### src/rtl/alu_pkg.sv
// Shared definitions for the ALU issue path: result-mux select codes, sequencer
// states and the per-opcode latency lookup.
package alu_pkg;

  localparam logic [3:0] SEL_SUB  = 4'd0;
  localparam logic [3:0] SEL_ADD  = 4'd1;
  localparam logic [3:0] SEL_MUL  = 4'd2;
  localparam logic [3:0] SEL_MOV  = 4'd3;
  localparam logic [3:0] SEL_COMP = 4'd4;
  localparam logic [3:0] SEL_DIV  = 4'd5;
  localparam logic [3:0] SEL_XOR  = 4'd6;
  localparam logic [3:0] SEL_AND  = 4'd7;
  localparam logic [3:0] SEL_NOT  = 4'd8;
  localparam logic [3:0] SEL_MOD  = 4'd9;
  localparam logic [3:0] SEL_NONE = 4'hF;

  typedef enum logic [1:0] {
    IDLE = 2'd0,
    WAIT = 2'd1,
    HOLD = 2'd2
  } state_t;

  // Cycles from select-valid until the mux output can be sampled.
  function automatic int op_lat(input logic [3:0] code, input int mul_lat, input int div_lat);
    case (code)
      SEL_MUL:          return mul_lat;
      SEL_DIV, SEL_MOD: return div_lat;
      default:          return 1;
    endcase
  endfunction

  function automatic logic is_illegal(input logic [3:0] code);
    return (code > SEL_MOD);
  endfunction

endpackage

### src/rtl/alu_lat_counter.sv
// Down-counter that times the functional-unit latency between select and capture.
module alu_lat_counter #(
  parameter int CW = 3
) (
  input  logic          clk,
  input  logic          rst,
  input  logic          i_load,
  input  logic [CW-1:0] i_load_val,
  input  logic          i_dec,
  output logic          o_zero
);

  logic [CW-1:0] r_cnt;

  always_ff @(posedge clk) begin
    if (rst) begin
      r_cnt <= '0;
    end else if (i_load) begin
      r_cnt <= i_load_val;
    end else if (i_dec && (r_cnt != '0)) begin
      r_cnt <= r_cnt - 1'b1;
    end
  end

  assign o_zero = (r_cnt == '0);

endmodule

### src/rtl/alu_op_sequencer.sv
// Issue side of the ALU result path: accept op, drive select, wait, capture, hand off.
// Optional macro ALU_SEQ_BACK2BACK_EN lets a new op be accepted during the result handshake.
module alu_op_sequencer
  import alu_pkg::*;
#(
  parameter int N       = 4,
  parameter int MUL_LAT = 2,
  parameter int DIV_LAT = 4
) (
  input  logic         clk,
  input  logic         rst,
  input  logic         op_valid,
  output logic         op_ready,
  input  logic [3:0]   op_code,
  input  logic [N-1:0] op_a,
  input  logic [N-1:0] op_b,
  output logic [N-1:0] alu_a,
  output logic [N-1:0] alu_b,
  output logic [3:0]   sel,
  input  logic [N-1:0] res_in,
  output logic         res_valid,
  input  logic         res_ready,
  output logic [N-1:0] res_data,
  output logic         res_err
);

  localparam int MAXL = (MUL_LAT > DIV_LAT) ? MUL_LAT : DIV_LAT;
  localparam int CW   = $clog2(MAXL) + 1;

  state_t        r_state;
  state_t        w_state_nxt;
  logic [N-1:0]  r_alu_a;
  logic [N-1:0]  r_alu_b;
  logic [3:0]    r_sel;
  logic [N-1:0]  r_res_data;
  logic          r_res_err;

  logic          w_op_ready;
  logic          w_accept;
  logic          w_illegal;
  logic          w_divz;
  logic          w_err;
  logic          w_load;
  logic          w_dec;
  logic          w_zero;
  logic [CW-1:0] w_load_val;

`ifdef ALU_SEQ_BACK2BACK_EN
  assign w_op_ready = (r_state == IDLE) || ((r_state == HOLD) && res_ready);
`else
  assign w_op_ready = (r_state == IDLE);
`endif

  assign w_accept   = op_valid && w_op_ready;
  assign w_illegal  = is_illegal(op_code);
  assign w_divz     = ((op_code == SEL_DIV) || (op_code == SEL_MOD)) && (op_b == '0);
  assign w_err      = w_illegal || w_divz;
  assign w_load_val = CW'(op_lat(op_code, MUL_LAT, DIV_LAT) - 1);

  // An accept is only possible in IDLE or (with back-to-back) in a HOLD handshake,
  // so it overrides whatever the current state would otherwise do.
  always_comb begin
    w_state_nxt = r_state;
    w_load      = 1'b0;
    w_dec       = 1'b0;
    case (r_state)
      IDLE: w_state_nxt = IDLE;
      WAIT: begin
        if (w_zero) w_state_nxt = HOLD;
        else        w_dec       = 1'b1;
      end
      HOLD: if (res_ready) w_state_nxt = IDLE;
      default: w_state_nxt = IDLE;
    endcase
    if (w_accept) begin
      w_state_nxt = w_err ? HOLD : WAIT;
      w_load      = !w_err;
    end
  end

  always_ff @(posedge clk) begin
    if (rst) begin
      r_state    <= IDLE;
      r_alu_a    <= '0;
      r_alu_b    <= '0;
      r_sel      <= SEL_NONE;
      r_res_data <= '0;
      r_res_err  <= 1'b0;
    end else begin
      r_state <= w_state_nxt;
      if (w_accept) begin
        if (w_err) begin
          r_res_data <= w_illegal ? {N{1'b0}} : {N{1'b1}};
          r_res_err  <= 1'b1;
          r_sel      <= SEL_NONE;
        end else begin
          r_alu_a <= op_a;
          r_alu_b <= op_b;
          r_sel   <= op_code;
        end
      end else if ((r_state == WAIT) && w_zero) begin
        r_res_data <= res_in;
        r_res_err  <= 1'b0;
      end else if ((r_state == HOLD) && res_ready) begin
        r_sel <= SEL_NONE;
      end
    end
  end

  alu_lat_counter #(.CW(CW)) u_lat (
    .clk        (clk),
    .rst        (rst),
    .i_load     (w_load),
    .i_load_val (w_load_val),
    .i_dec      (w_dec),
    .o_zero     (w_zero)
  );

  assign op_ready  = w_op_ready;
  assign alu_a     = r_alu_a;
  assign alu_b     = r_alu_b;
  assign sel       = r_sel;
  assign res_valid = (r_state == HOLD);
  assign res_data  = r_res_data;
  assign res_err   = r_res_err;

endmodule

### config.mk
export PLATFORM = sky130hd
export DESIGN_NAME = alu_op_sequencer
export DESIGN_NICKNAME = d
export VERILOG_FILES = /design/src/rtl/alu_pkg.sv /design/src/rtl/alu_lat_counter.sv /design/src/rtl/alu_op_sequencer.sv
export SDC_FILE = /design/constraint.sdc
export NUM_CORES = 1
export LEC_CHECK = 0
export CAP_MARGIN = 15
export CORE_MARGIN = 4
export CORE_UTILIZATION = 43
export CTS_CLUSTER_SIZE = 10
export DETAILED_ROUTE_END_ITERATION = 10
export PLACE_DENSITY = 0.78
export SLEW_MARGIN = 20
export SYNTH_ARGS = -nofsm -noshare
export SYNTH_HDL_FRONTEND = slang
export SYNTH_SLANG_ARGS = --single-unit
### constraint.sdc
create_clock -name clk -period 2.01 [get_ports clk]
set_input_delay 0.402 -clock clk [delete_from_list [all_inputs] [get_ports clk]]
set_output_delay 0.402 -clock clk [all_outputs]
set_load 0.05 [all_outputs]
# After elaboration in Yosys (flattened, before gate mapping)
# Cells that the tools add are included.
# word_totals
register_bits	22
latch_bits	0
mem_bits_rw	0
mem_bits_ro	0
inputBits	20
elab_cells	62
mem_count	0
# classes
addsub	2
mul	0
div_mod_pow	0
n_lt_le_gt_ge	1
eq_ne	9
n_shift	0
muxes	22
n_bitwise	1
reduce_logical	20
# ops
operator	count
4-bit two-way mux	8
2-bit two-way mux	4
2-bit AND reduction	4
1-bit two-way mux	6
3-bit two-way mux	2
3-bit one-hot mux with 2 select lines	1
2-bit nonzero test	3
1-bit logical AND	5
4-bit by 2-bit == test with 1-bit output, second input constant	1
4-bit by 3-bit == test with 1-bit output, second input constant	1
4-bit == test, second input constant	1
4-bit greater-than comparator, second input constant	1
4-bit logical NOT	1
2-bit one-hot mux with 2 select lines	1
3-bit logical NOT	1
3-bit by 1-bit != test with 1-bit output, second input constant	1
3-bit != test, second input constant	1
3-bit nonzero test	1
3-bit by 1-bit subtractor with 3-bit output, second input constant	1
3-bit by 2-bit subtractor with 3-bit output, second input constant	1
2-bit by 1-bit == test with 1-bit output, second input constant	1
2-bit == test, second input constant	1
2-bit logical NOT	1
1-bit logical OR	2
other kinds (5)	5

# Depth between registers and ports, before layout
# Gate-level depths: netlist of the first run.
# logic_depth
ltp_word	7
ltp_mapped	7
ltp_nobuf	7

# Cells and area by module
# A second synthesis of the first run with hierarchy kept.
# hier_totals
hier_cells	123
hier_area_um2	1066.0
# by_module_without_submodules
mod	n_inst	cells_per_inst	area_each_um2	seq_area_each_um2
alu_op_sequencer	1	102	883.3	380.4
alu_lat_counter	1	21	182.7	60.1

# Worst setup path after synthesis of the first run
# Ideal clock, no wire load.
# synth_timing
path_kind	register to register
start	register r_state[1]
end	register r_res_err, in the netlist res_err
arrival_time_ps	1551
t_required_ps	1915
setup_slack_ps	363
path_stages_with_launch	5
path_buffers	0
cell_sequence	dfxtp_1 > nor2_1 > and2_1 > o211ai_1 > a221oi_1
# synth_between
elab_chain_cells	4
# synth_rtl
item	line	text
from (decl)	alu_op_sequencer.sv:30	state_t r_state;
from (signal assigned)	alu_op_sequencer.sv:90	r_state <= w_state_nxt;
2-bit logical NOT (*)	alu_op_sequencer.sv:51	assign w_op_ready = (r_state == IDLE);
net op_ready	alu_op_sequencer.sv:13	output logic op_ready,
1-bit logical AND (*)	alu_op_sequencer.sv:54	assign w_accept = op_valid && w_op_ready;
2-bit by 1-bit != test with 1-bit output (no source line) or 2-bit nonzero test (tied branches)	n/a	
2-bit AND reduction (no source line)	n/a	
to (signal assigned)	alu_op_sequencer.sv:88	r_res_err <= 1'b0;
to (signal assigned)	alu_op_sequencer.sv:94	r_res_err <= 1'b1;
to (signal assigned)	alu_op_sequencer.sv:103	r_res_err <= 1'b0;
to (decl)	alu_op_sequencer.sv:36	logic r_res_err;
# The timed path passes the listed nets; every way through them passes the cells marked *.
# A chain may end at the register's enable or synchronous reset.

# Worst setup path after layout of the first run
# layout_timing
start	register r_alu_b[3], in the netlist alu_b[3]
end	output port alu_b[3]
# layout_rtl
item	line	text
from (decl)	alu_op_sequencer.sv:33	logic [N-1:0] r_alu_b;
from (signal assigned)	alu_op_sequencer.sv:98	r_alu_b <= op_b;
to (decl)	alu_op_sequencer.sv:18	output logic [N-1:0] alu_b,
# No word-level cell between the ends.

==> results of run 1 <==
==> layout make-up <==
class                   instances  area share, %
clock buffers                   4           2.38
inverters                       4          0.986
flip-flops and latches         22           28.9
well taps                      28           2.30
repair buffers                 45           28.1
multi-input cells              80           37.3
==> cell families (layout without fill, tap and decap cells) <==
| family | Yosys count | in the layout | share of synthesized area, % |
|---|---|---|---|
| AO/OA/AOI/OAI | 28 | 28 | 21.4 |
| XOR/XNOR | 3 | 3 | 2.50 |
| adder cells (fa/ha/maj) | 2 | 2 | 2.38 |
| buffers and inverters | 9 | 53 | 4.16 |
| flip-flops | 22 | 22 | 41.9 |
| multiplexers | 4 | 4 | 3.81 |
| AND/OR/NAND/NOR | 43 | 43 | 23.9 |
==> metrics by stage <==
step	hold WS (ns)	setup slack, ns	cell area (um2)	setup TNS [ns]	std cells
final	0.467	0.116	1520	0	183
after global routing	0.497	0.0592	1520	0	183
after CTS	0.470	0.105	1520	0	183
after detailed placement	0.449	-0.0243	1490	-0.0841	179
after global placement	0.448	0.0111	1490	0	179
after floorplan	0.444	0.363	1050	0	111
==> placed cells by master, fill, tap and decap left out, types with 2 or more instances in the layout <==
cell type        count
ha_1                 2
a31oi_1              3
dfxtp_1             22
xnor2_1              2
clkbuf_4             3
nor2b_1              6
nand2_1              8
nor3b_1              2
mux2i_1              4
inv_1                4
o22ai_1              4
o221a_1              4
nand2b_1             6
a21oi_1              8
nor2_1              10
clkdlybuf4s50_1     36
nand3_1              4
buf_4                9
==> worst max path at each step <==
stage                              from  slack (ns)  depth (start not counted)                       end
4_1_cts           alu_b[3]$_SDFFE_PP0P_        0.11                          1                  alu_b[3]
3_5_place_dp                   op_valid       -0.02                          4  res_data[1]$_SDFFE_PP0P_
3_3_place_gp                   op_valid        0.01                          4  res_data[3]$_SDFFE_PP0P_
2_1_floorplan   r_state[1]$_SDFFE_PP0P_        0.36                          4      res_err$_SDFFE_PP0P_
6_report          alu_b[3]$_SDFFE_PP0P_        0.12                          1                  alu_b[3]
5_1_grt        res_data[2]$_SDFFE_PP0P_        0.06                          1               res_data[2]
==> layer usage <==
metal	up-vias	routed length, um	global-route usage (%)
met5	-	0	0
met4	0	12	2.98
met3	2	138	6.11
met2	22	1330	30.0
met1	426	1010	17.2
li1	482	-	-
==> where the power goes <==
group	leakage [nW]	switching, mW	internal, mW
Clock	0.0210	0.129	0.111
Sequential	0.180	0.0171	0.466
Combinational	0.395	0.203	0.145
==> registers in the layout, indices dropped and copies added, names as in the netlist <==
| register | cells |
|---|---|
| alu_a | 4 |
| alu_b | 4 |
| r_state | 2 |
| res_data | 4 |
| res_err | 1 |
| sel | 4 |
| u_lat.r_cnt | 3 |
==> run metrics, run 1 <==
htree depth=1; Overall Power=1.07 mW; Worst-Skew Late Latency=0.30 ns; IO buf count=38; startpoint types=register; Final Setup Violations=0; ratio of cells with drive above 1 in the final layout=12.9%; VDD IR max=0.614 mV; post-layout util=66.9%; CP arrival=1.49 ns; Yosys Warn Count=0; CTS Buffer Depth=2; cell taking the most area after synthesis=dfxtp_1; TritonCTS buffer count=3; ant diodes=0; crit path cell chain=clkdlybuf4s50_1; Initial Utilization=46.2%; hold_sp=alu_b[2]$_SDFFE_PP0P_; drt via density=5.09; Congestion Overflow GR=0; critical path's top delay family=buffers and inverters; worst min path class=register to register; Worst R2R Path Depth=7; r2r endpoint=u_lat.r_cnt[2]$_SDFFE_PP0P_; Max FO, Critical Path=2; final hold viol count=0; clk root buf=clkbuf_4; first-pass GRT wire length=4260 um; Required @ worst endpoint=1.61 ns; post-synth design cell area=1050 um2; clk sinks=22; WP buf/inv=1; max_slew headroom=66.0%; Synth top area share=41.9%; most common library cells after synthesis=dfxtp_1, nor2_1, a21oi_1, nand2_1; Main synth FF type=dfxtp_1; PD cells=703 nW/um2; Netlist cell types=36; Total GRT Usage=16.1%; skew final=0.00575 ns; area occupied by registers=440 um2; Max Cap Viol=0; CTS Hold Buffers Added=0; Mapped Cells=111; die width=57.5 um; Post-Syn Area per Cell=9.48 um2; Worst R2R Start=u_lat.r_cnt[0]$_SDFFE_PP0P_; routability congestion estimate=0.885; vias in the first global route=1014; number of synthesized flops with an enable pin=0; Core Rows=17; top-count cell post-synth=dfxtp_1; Worst setup EP type=primary output; largest net degree at the start of global routing=19; Crit-path slowest cell=clkdlybuf4s50_1; final worst-path cycle share=94.2%; Async SR Flop Fraction=0%; #FFs+latches synth=22; CP peak stage delay=0.81 ns; Synth area leaders=dfxtp_1, o221a_1, a21oi_1; Min-Delay Endpoint=alu_b[2]$_SDFFE_PP0P_; Fill cells=196; Least-Margin Pin Slew=0.508 ns; status=completed; Die Area=3300 um2; Post-Syn Nets=133; Placeable Area=2280 um2; area of the multi-input gates=568 um2; Pleak=0.595 nW; Via Count=932; I/O pins=39; wire per inst=13.6 um; dpl hpwl=2020 um; DR iter-0 viols=12; post-CTS sizing=0; Final min period=1.89 ns; antenna-violating nets left=0; register area share after synthesis=41.9%; Worst Hold Depth=2; Clock transition at path regs=0.12 ns; DR pass1 iterations=4; critical path class=register to primary output; Layout area overhead=44.7%; Highest Clock Rate=528 MHz; CTS tree=built; Final #Nets=178; drt total wl=2490 um; initial antenna violation count=0; # DRC=0; setup bufs post-CTS=0; RSZ-0062 raised after global routing=no; R2R Setup Slk=0.50 ns; Slew Limit Fails=0; Die Ht=57.5 um
Note: power is estimated with default switching activity, not from simulation.
==> run 2, diff against run 1 <==
Settings changed: HOLD_SLACK_MARGIN from default to 0.06, PLACE_DENSITY 0.78 to 0.85, SYNTH_HIERARCHICAL from default to 1.
==> run metrics, run 2 <==
Netlist cell types=35 (was 36); Pleak=0.672 nW (was 0.595 nW); number of synthesized flops with an enable pin=0 (unchanged); placed cell area=1550 um2 (was 1490 um2); wire per inst=13.5 um (was 13.6 um); worst min path class=primary input to register (was register to register); max_slew headroom=64.9% (was 66.0%); Die Ht=57.8 um (was 57.5 um); initial antenna violation count=0 (unchanged); adder-cell share of the synthesized area=2.35% (was 2.38%); combinational share of power=34.1% (was 32.5%); top-count cell post-synth=dfxtp_1 (unchanged); clk sinks=22 (unchanged); I/O pins=39 (unchanged); Layout area overhead=50.2% (was 44.7%); VDD IR max=0.527 mV (was 0.614 mV); Post-Syn Area per Cell=8.67 um2 (was 9.48 um2); Worst R2R Path Depth=7 (unchanged); Final #Nets=195 (was 178); Via Count=1021 (was 932); post-synth design cell area=1070 um2 (was 1050 um2); most frequent cells in the layout=clkdlybuf4s50_1, dfxtp_1, buf_4 (was clkdlybuf4s50_1, dfxtp_1, nor2_1); hold_sp=op_b[3] (was alu_b[2]$_SDFFE_PP0P_); Die Area=3340 um2 (was 3300 um2); largest net degree at the start of global routing=19 (unchanged); DR iter-0 viols=13 (was 12); status=completed (unchanged); routability congestion estimate=0.749 (was 0.885); Setup WS pre-CTS=-0.375 ns (was -0.0243 ns); Worst-Skew Late Latency=0.30 ns (about the same); Worst R2R Start=u_lat/r_cnt[0]$_SDFFE_PP0P_ (was u_lat.r_cnt[0]$_SDFFE_PP0P_); r2r endpoint=u_lat/r_cnt[1]$_SDFFE_PP0P_ (was u_lat.r_cnt[2]$_SDFFE_PP0P_); CP peak stage delay=0.83 ns (was 0.81 ns); final hold viol count=0 (unchanged); critical path class=register to primary output (unchanged); Highest Clock Rate=528 MHz (about the same); RSZ-0062 raised after global routing=no (unchanged); Async SR Flop Fraction=0% (unchanged); PD cells=690 nW/um2 (was 703 nW/um2); post-layout instance area=1600 um2 (was 1520 um2); Max FO, Critical Path=2 (unchanged); startpoint types=register (unchanged); Max Cap Viol=0 (unchanged); Internal Power=0.740 mW (was 0.721 mW); CP arrival=1.49 ns (about the same); Congestion Overflow GR=0 (unchanged); skew final=0.00873 ns (was 0.00575 ns); Synth top area share=41.3% (was 41.9%); clk root buf=clkbuf_4 (unchanged); first-pass GRT wire length=4710 um (was 4260 um); Synth area leaders=dfxtp_1, o21ai_0, inv_1 (was dfxtp_1, o221a_1, a21oi_1); CTS tree=built (unchanged); Final Worst Setup Slack=0.118 ns (was 0.116 ns); Min-Delay Endpoint=alu_b[3]$_SDFFE_PP0P_ (was alu_b[2]$_SDFFE_PP0P_); Mapped Cells=123 (was 111); Post-Syn Nets=145 (was 133); Required @ worst endpoint=1.61 ns (about the same); ant diodes=0 (unchanged); Crit-path slowest cell=clkdlybuf4s50_1 (unchanged); IO buf count=38 (unchanged); post-synthesis compound-gate area fraction=23.8% (was 21.4%); WP buf/inv=1 (unchanged); Slew Limit Fails=0 (unchanged); Synth Area in Simple Gates=23.5% (was 23.9%); main combinational cell family by area after synthesis=compound AO/OA/AOI/OAI gates (was simple AND/OR/NAND/NOR gates); Total GRT Usage=17.9% (was 16.1%); register area share after synthesis=41.3% (was 41.9%); Synth Area in XOR/XNOR=1.64% (was 2.50%); Clk pwr share=21.7% (was 22.3%); drt total wl=2690 um (was 2490 um); Clock transition at path regs=0.12 ns (about the same); htree depth=1 (unchanged); Overall Power=1.11 mW (was 1.07 mW); most common library cells after synthesis=dfxtp_1, o21ai_0, inv_1, nand2_1 (was dfxtp_1, nor2_1, a21oi_1, nand2_1); cell taking the most area after synthesis=dfxtp_1 (unchanged); CTS Buffer Depth=2 (unchanged); final worst-path cycle share=94.1% (was 94.2%); #FFs+latches synth=22 (unchanged); Worst Hold Depth=3 (was 2); most common cell after layout, fill and taps aside=clkdlybuf4s50_1 (unchanged); drt via density=5.11 (was 5.09); multiplexer area fraction after synthesis=0% (was 3.80%); Sequential Power Share=44.2% (was 45.1%); Least-Margin Pin Slew=0.525 ns (was 0.508 ns); Worst setup EP type=primary output (unchanged); Placeable Area=2280 um2 (unchanged); vias in the first global route=1088 (was 1014); Main synth FF type=dfxtp_1 (unchanged); R2R Setup Slk=0.29 ns (was 0.50 ns); crit path cell chain=clkdlybuf4s50_1 (unchanged); die width=57.8 um (was 57.5 um); Sw Share=33.1% (was 32.6%); TritonCTS buffer count=3 (unchanged); CTS Hold Buffers Added=0 (unchanged); Core Rows=17 (unchanged); Initial Utilization=46.8% (was 46.2%); switching power=0.366 mW (was 0.349 mW); critical path's top delay family=buffers and inverters (unchanged); Final min period=1.89 ns (about the same); Final Setup Violations=0 (unchanged); # DRC=0 (unchanged); ratio of cells with drive above 1 in the final layout=19.8% (was 12.9%); Setup TNS=0 ns (unchanged); antenna-violating nets left=0 (unchanged); dpl hpwl=2110 um (was 2020 um); DR pass1 iterations=4 (unchanged); Yosys Warn Count=6 (was 0)
==> run 2: kinds of logic after synthesis <==
group | after synthesis
compound gates | 37
xor+xnor | 2
fa+ha+maj | 2
buf+inv | 18
flops | 22
other cells | 1
simple gates | 41
==> run 2: timing repair <==
action	CTS	global route
buffers inserted	0	0
pin swaps	3	4
resized for setup	1	5
setup endpoints to repair	2	3
==> run 2: power groups by stage <==
stage | Combinational (mW) | Sequential [mW] | Clock, mW
after floorplan | 0.137 | 0.590 | 0
after CTS | 0.379 | 0.489 | 0.246
after detailed placement | 0.375 | 0.499 | 0
after global routing | 0.403 | 0.494 | 0.261
after global placement | 0.368 | 0.497 | 0
final | 0.377 | 0.489 | 0.240
==> run 2: how the worst max path moves through the flow <==
stage                               start                          end  slack, ns  depth (start not counted)
floorplan                         op_b[3]  u_lat/r_cnt[1]$_SDFFE_PP0P_      -0.04                          7
global placement                  op_b[3]  u_lat/r_cnt[1]$_SDFFE_PP0P_      -0.31                          7
detailed placement                op_b[1]  u_lat/r_cnt[1]$_SDFFE_PP0P_      -0.38                          8
CTS                               op_b[1]  u_lat/r_cnt[1]$_SDFFE_PP0P_       0.02                          7
global route                   op_code[2]          sel[3]$_SDFFE_PP1P_       0.07                          6
finish              alu_b[3]$_SDFFE_PP0P_                     alu_b[3]       0.12                          1
==> run 2: layer usage <==
metal  vias up  global-route usage, %  wire length (um)
met2        25                   31.0              1290
met1       469                   21.7              1210
met4         0                   4.97                17
met5         -                      0                 0
li1        525                      -                 -
met3         2                   4.68               172
==> run 2: metrics by stage <==
stage | std cells | hold WS, ns | util [%]
final | 200 | 0.400 | 70.4
after global routing | 200 | 0.416 | 70.4
after CTS | 200 | 0.490 | 69.7
after detailed placement | 196 | 0.465 | 68.0
after global placement | 196 | 0.450 | 68.0
after floorplan | 123 | 0.471 | -
==> run 2: layout make-up <==
cell class,count,area (um2)
inverter,13,53.8
clock buffer,4,36.3
sequential,22,440
multi-input combinational,83,561
fill,179,674
timing repair buffer,50,475
tap,28,35.0
==> run 2: worst register-to-register path, stage by stage, from the launching register on <==
cell      delay (ns)
dfxtp_1         0.36
inv_1           0.05
ha_1            0.19
ha_1            0.21
nor3b_2         0.28
nand2b_4        0.11
or3_1           0.31
a31oi_1         0.14
==> run 3, diff against run 2 <==
Settings changed: CAP_MARGIN 15 to 5.
==> results of run 3 <==
Final layout, timing and power as in run 2 (identical DEF).
